### src/rtl/uart_tx_arbiter.sv
// uart_tx_arbiter: round-robin, line-locked sharing of one UART transmitter among NREQ byte producers.
//   clk, rst_n            clock and asynchronous active-low reset
//   req_valid/data/last   per-requester byte stream (byte i at req_data[8i+7:8i])
//   req_ack               one-cycle pulse when requester i's byte is taken
//   grant                 one-hot owner of the line lock, 0 when idle
//   tx_data/tx_start      byte and start pulse to the UART; tx_busy back from it
//   busy                  arbiter is not idle
//   timeout_err           pulse when a stalled owner loses the lock
module uart_tx_arbiter #(
  parameter int NREQ         = 3,
  parameter int HOLD_TIMEOUT = 1024
) (
  input  logic              clk,
  input  logic              rst_n,
  input  logic [NREQ-1:0]   req_valid,
  input  logic [8*NREQ-1:0] req_data,
  input  logic [NREQ-1:0]   req_last,
  output logic [NREQ-1:0]   req_ack,
  output logic [NREQ-1:0]   grant,
  output logic [7:0]        tx_data,
  output logic              tx_start,
  input  logic              tx_busy,
  output logic              busy,
  output logic              timeout_err
);
  localparam int IW = $clog2(NREQ);
  localparam int CW = $clog2(HOLD_TIMEOUT);
  typedef enum logic [1:0] {IDLE, SEND, WAIT_HI, WAIT_LO} state_t;
  state_t          state_q, state_d;
  logic [IW-1:0]   g_q, g_d, rr_q, rr_d, pick, g_nxt;
  logic [NREQ-1:0] grant_q, grant_d, ack_q, ack_d;
  logic [CW-1:0]   cnt_q, cnt_d;
  logic [7:0]      tx_data_q, tx_data_d;
  logic            last_q, last_d, tx_start_q, tx_start_d, to_q, to_d, busy_q, busy_d;

  function automatic logic [IW-1:0] wrap(input logic [IW-1:0] b, input int k);
    int j;
    j = int'(b) + k;
    return IW'(j >= NREQ ? j - NREQ : j);
  endfunction

  // Scan downward so the closest requester at or after rr_q wins.
  always_comb begin
    pick = rr_q;
    for (int k = NREQ - 1; k >= 0; k--)
      pick = req_valid[wrap(rr_q, k)] ? wrap(rr_q, k) : pick;
  end

  assign g_nxt  = wrap(g_q, 1);
  assign busy_d = state_d != IDLE;

  always_comb begin
    state_d    = state_q;
    g_d        = g_q;
    rr_d       = rr_q;
    grant_d    = grant_q;
    cnt_d      = cnt_q;
    last_d     = last_q;
    tx_data_d  = tx_data_q;
    ack_d      = '0;
    tx_start_d = 1'b0;
    to_d       = 1'b0;
    case (state_q)
      IDLE: if (|req_valid) begin
        g_d     = pick;
        grant_d = NREQ'(1) << pick;
        cnt_d   = '0;
        state_d = SEND;
      end
      SEND: if (req_valid[g_q]) begin
        tx_data_d  = req_data[{g_q, 3'b000} +: 8];
        tx_start_d = 1'b1;
        ack_d[g_q] = 1'b1;
        last_d     = req_last[g_q];
        cnt_d      = '0;
        state_d    = WAIT_HI;
      end else if (cnt_q == CW'(HOLD_TIMEOUT - 1)) begin
        to_d    = 1'b1;
        grant_d = '0;
        rr_d    = g_nxt;
        cnt_d   = '0;
        state_d = IDLE;
      end else begin
        cnt_d = cnt_q + CW'(1);
      end
      WAIT_HI: state_d = tx_busy ? WAIT_LO : WAIT_HI;
      WAIT_LO: if (!tx_busy) begin
        state_d = last_q ? IDLE : SEND;
        grant_d = last_q ? '0 : grant_q;
        rr_d    = last_q ? g_nxt : rr_q;
      end
      default: state_d = IDLE;
    endcase
  end

  always_ff @(posedge clk or negedge rst_n) begin
    if (!rst_n) begin
      state_q    <= IDLE;
      g_q        <= '0;
      rr_q       <= '0;
      grant_q    <= '0;
      cnt_q      <= '0;
      last_q     <= 1'b0;
      tx_data_q  <= 8'h00;
      ack_q      <= '0;
      tx_start_q <= 1'b0;
      to_q       <= 1'b0;
      busy_q     <= 1'b0;
    end else begin
      state_q    <= state_d;
      g_q        <= g_d;
      rr_q       <= rr_d;
      grant_q    <= grant_d;
      cnt_q      <= cnt_d;
      last_q     <= last_d;
      tx_data_q  <= tx_data_d;
      ack_q      <= ack_d;
      tx_start_q <= tx_start_d;
      to_q       <= to_d;
      busy_q     <= busy_d;
    end
  end

  assign req_ack     = ack_q;
  assign grant       = grant_q;
  assign tx_data     = tx_data_q;
  assign tx_start    = tx_start_q;
  assign busy        = busy_q;
  assign timeout_err = to_q;
endmodule

### config.mk
export PLATFORM = sky130hd
export DESIGN_NAME = uart_tx_arbiter
export DESIGN_NICKNAME = d
export VERILOG_FILES = /design/src/rtl/uart_tx_arbiter.sv
export SDC_FILE = /design/constraint.sdc
export NUM_CORES = 1
export LEC_CHECK = 0
export ABC_AREA = 1
export BUFFER_PORTS_ARGS = -buffer_cell sky130_fd_sc_hd__clkbuf_2
export CELL_PAD_IN_SITES_DETAIL_PLACEMENT = 0
export CELL_PAD_IN_SITES_GLOBAL_PLACEMENT = 1
export CORE_ASPECT_RATIO = 0.7
export CORE_MARGIN = 10
export CORE_UTILIZATION = 39
export DETAILED_ROUTE_END_ITERATION = 10
export PLACE_DENSITY_LB_ADDON = 0.2
export SLEW_MARGIN = 30
export SYNTH_ARGS = -nofsm -noshare
export SYNTH_HDL_FRONTEND = slang
export SYNTH_SLANG_ARGS = --single-unit
### constraint.sdc
create_clock -name clk -period 1.6 [get_ports clk]
set_input_delay 0.32 -clock clk [delete_from_list [all_inputs] [get_ports clk]]
set_output_delay 0.32 -clock clk [all_outputs]
set_load 0.05 [all_outputs]
==> summary.md <==
| Metric | Value |
|---|---|
| Starting DRT DRC Count | 106 |
| Final worst-path setup slack | ~0.09 ns |
| RSZ-0062 raised after global routing | true |
| Power Density | ~2000 nW/µm² |
| TritonCTS clock tree | yes |
| Top cell type's share of synthesized area | 41.59% |
| Placement Setup Slack | -0.006562 ns |
| Synth async-reset ratio | between 90% and 100% |
| Synth top cells by count | 45 x nand2_1, 44 x nor2_1, 34 x dfrtp_1, 28 x inv_1, 28 x nand3_1 |
| RePlAce Congestion | 0.9138 |
| Routed len/inst | 12.86 µm |
| Most instantiated library cell after synthesis | nand2_1 |
| Critical path cell sequence | inv_2 > ha_4 > inv_4 > nand3_1 > nand2_1 > nand2_1 > nand2_1 > nand2_1 > nand2_2 > nand2_2 > nand2_1 > o21ai_0 |
| Pre-antenna DRT Iters | 4 |
| Synth Flop Type | dfrtp_1 |
| Syn Inst Count | 255 |
| Layout Cells excl Fill | 389 |
| Number of distinct library cells after synthesis | 33 |
| Kind of critical path | reg -> reg |
| CP endpoint kind | flip-flop |
| GR Util All Layers | 11.87% |
| Worst Path Required | 1.76 ns |
| Register area share after synthesis | 41.59% |
| DRC | 0 |
| Hold Vio Cnt, Final | 0 |
| Clock tree buffer depth | 2 |
| Die height | 80.60 µm |
| Gr ovfl total | 0 |
| Die Wd | 106.6 µm |
| Synth Area per Inst | 8.022 µm² |
| Clock latency on the worst-skew pair | 0.27 ns |
| Period utilisation layout | 94.44% |
| Area Overhead vs Synth | 29.05% |
| H-tree levels | 2 |
| Post-synth EDFFs | 0 |
| Startpoint Class | flip-flop |
| ANT cells | 0 |
| Crit-path max cell delay | 0.45 ns |
| Boundary Pins | 50 |
| Largest net degree at the start of global routing | 35 |
| Vias in the first global route | 1772 |
| Leakage | 0.001334 µW |
| Worst path slowest cell | dfrtp_2 |
| Worst vdd ir | 0.7050 mV |
| Post-Place Cells | 373 |
| CP Max Fanout | 4 |
| Cell Rows | 21 |
| CTS Buf Count | 5 |
| Via count | 1761 |
| Worst slew pin tran | 0.4399 ns |
| Post-DRT Antenna Nets | 0 |
| Critical path data arrival time | 1.67 ns |
| Root buffer cell | clkbuf_8 |
| Top post-synthesis cells by area | dfrtp_1 42%, nand2_1 8.3%, nor2_1 8.1%, nand3_1 6.9%, a31oi_2 5.5% |
| Die area | roughly 8600 µm² |
| Synthesized flop and latch total | 34 |
| Fraction of layout cells with a size suffix above 1 | 38.75% |
| Clk sink count | 34 |
| Initial antenna violation count | 0 |
| Routed WL | between 5 and 6 mm |
| First-pass GRT wire length | ~8.4 mm |
| Starting Density | 41.63% |
| Max Clk Rate | 661.8 MHz |
| Tmin final | approximately 1.5 ns |
| Synthesized cell area | 2046 µm² |
| Setup-failing EPs final | 0 |
| Vias per inst | 4.527 |
| CTS Hold Buffers Added | 0 |
| Worst Skew | 0.002779 ns |
| Most used cell, CP | nand2_1 |
| IO Port Bufs | 49 |
| Core Area | between 4000 and 5000 µm² |
| Post-Route Utilization | 53.73% |
| Slew margin rel. | 70.67% |
| Max-cap violations | 0 |
| Slew Limit Fails | 0 |
| Worst Hold Class | in -> async |
| Nets | 358 |
| Synth warn | 0 |
| Hpwl dp | 3.760 mm |
| Outcome | completed |
| Net Count, Synth | between 200 and 300 |
| Flop2flop setup slack | 0.09 ns |
| Reg clk slew, reported paths | 0.07 ns |
| Synth area leader | dfrtp_1 |
| Final Power | 5291 µW |
report_power, final:
group	leakage [µW]	total (µW)	switching (µW)	internal, µW
combinational	0.000859	3270	2150	1110
clock	0.0000482	639	292	347
sequential	0.000427	1380	224	1160
total	0.00133	5290	2670	2620
path summary, 6_finish.rpt:
check | to | depth (start not counted) | from
setup / recovery | g_q[0]$_DFFE_PN0P_ | 12 | rr_q[0]$_DFFE_PN0P_
hold / removal | grant[1]$_DFFE_PN0P_ | 2 | rst_n
setup reg to reg | g_q[0]$_DFFE_PN0P_ | 12 | rr_q[0]$_DFFE_PN0P_
hold reg to reg | grant[2]$_DFFE_PN0P_ | 2 | grant[2]$_DFFE_PN0P_
max in group asynchronous | rr_q[0]$_DFFE_PN0P_ | 2 | rst_n
min in group clk | tx_data[1]$_DFFE_PN0P_ | 3 | req_data[17]
cells in the final DEF, fill, tap and decap left out, types with 4 or more instances in the layout:
cell	synthesis	routed
dfrtp_1	34	31
nand2_4	5	7
a31oi_2	9	9
o21ai_0	11	11
buf_4	1	14
nand2_2	3	7
inv_2	4	8
nand3_1	28	23
clkbuf_8	0	6
nor2_1	44	44
a21oi_1	5	5
o21ai_1	4	4
inv_1	28	23
clkbuf_2	0	49
nand2_1	45	39
nand3_2	2	7
per-stage QoR:
| stage | hold WS, ns | instance area, µm² | setup TNS [ns] |
|---|---|---|---|
| 2_1_floorplan | 0.02441 | 2046 | 0 |
| 3_3_place_gp | 0.3809 | 2396 | 0 |
| 3_5_place_dp | 0.3954 | 2396 | -0.01308 |
| 4_1_cts | 0.09201 | 2495 | 0 |
| 5_1_grt | 0.1162 | 2640 | -0.1085 |
| 6_report | 0.07404 | 2640 | 0 |
timing repair:
action / in CTS / in global routing
pin swaps: 0 / 3
buffers inserted: 1 / 7
gates resized for setup: 1 / 26
setup endpoints to repair: 4 / 15
sequential cells by signal, summed over array words and instances, names as in the netlist, 2 cells and up:
register  cells
state_q       2
grant         3
tx_data       8
cnt_q        10
rr_q          2
req_ack       3
g_q           2
per-layer routing:
metal / global-route usage [%] / vias to the layer above / share of wire (%) / routed length [µm]
met5: 0 / - / 0 / 0
met1: 16.97 / 757 / 55 / 2738
met2: 15.36 / 53 / 36 / 1805
met3: 5.981 / 2 / 8.9 / 447
met4: 2.022 / 0 / 0.26 / 13
li1: - / 949 / - / -
cell type report:
type / instances / area [µm²]
fill: 465 / 2273
tap: 69 / 86.33
inverter: 32 / 122.6
clock inverter: 1 / 5.005
multi-input combinational: 182 / 1115
timing repair buffer: 64 / 370.4
sequential: 34 / 854.6
clock buffer: 7 / 86.33
worst max-delay path: cells and delay by family, from the launching register on:
kind	cells	cell delay, ns
AO/OA/AOI/OAI	1	0.07
adder cells (fa/ha/maj)	1	0.22
buffers and inverters	2	0.17
flip-flops	1	0.45
AND/OR/NAND/NOR	8	0.48
cells by family (layout without fill, tap and decap cells):
family	after synthesis	in the layout	synth area share, %
AOI/OAI and AO/OA	34	34	12.66
xor gates and xnor gates	2	2	0.8564
adders and majority gates	6	6	3.670
buffers and inverters	39	104	8.134
DFF	34	34	41.59
and+or+nand+nor	140	140	33.09
No activity file was read; power rests on OpenSTA's default activity.
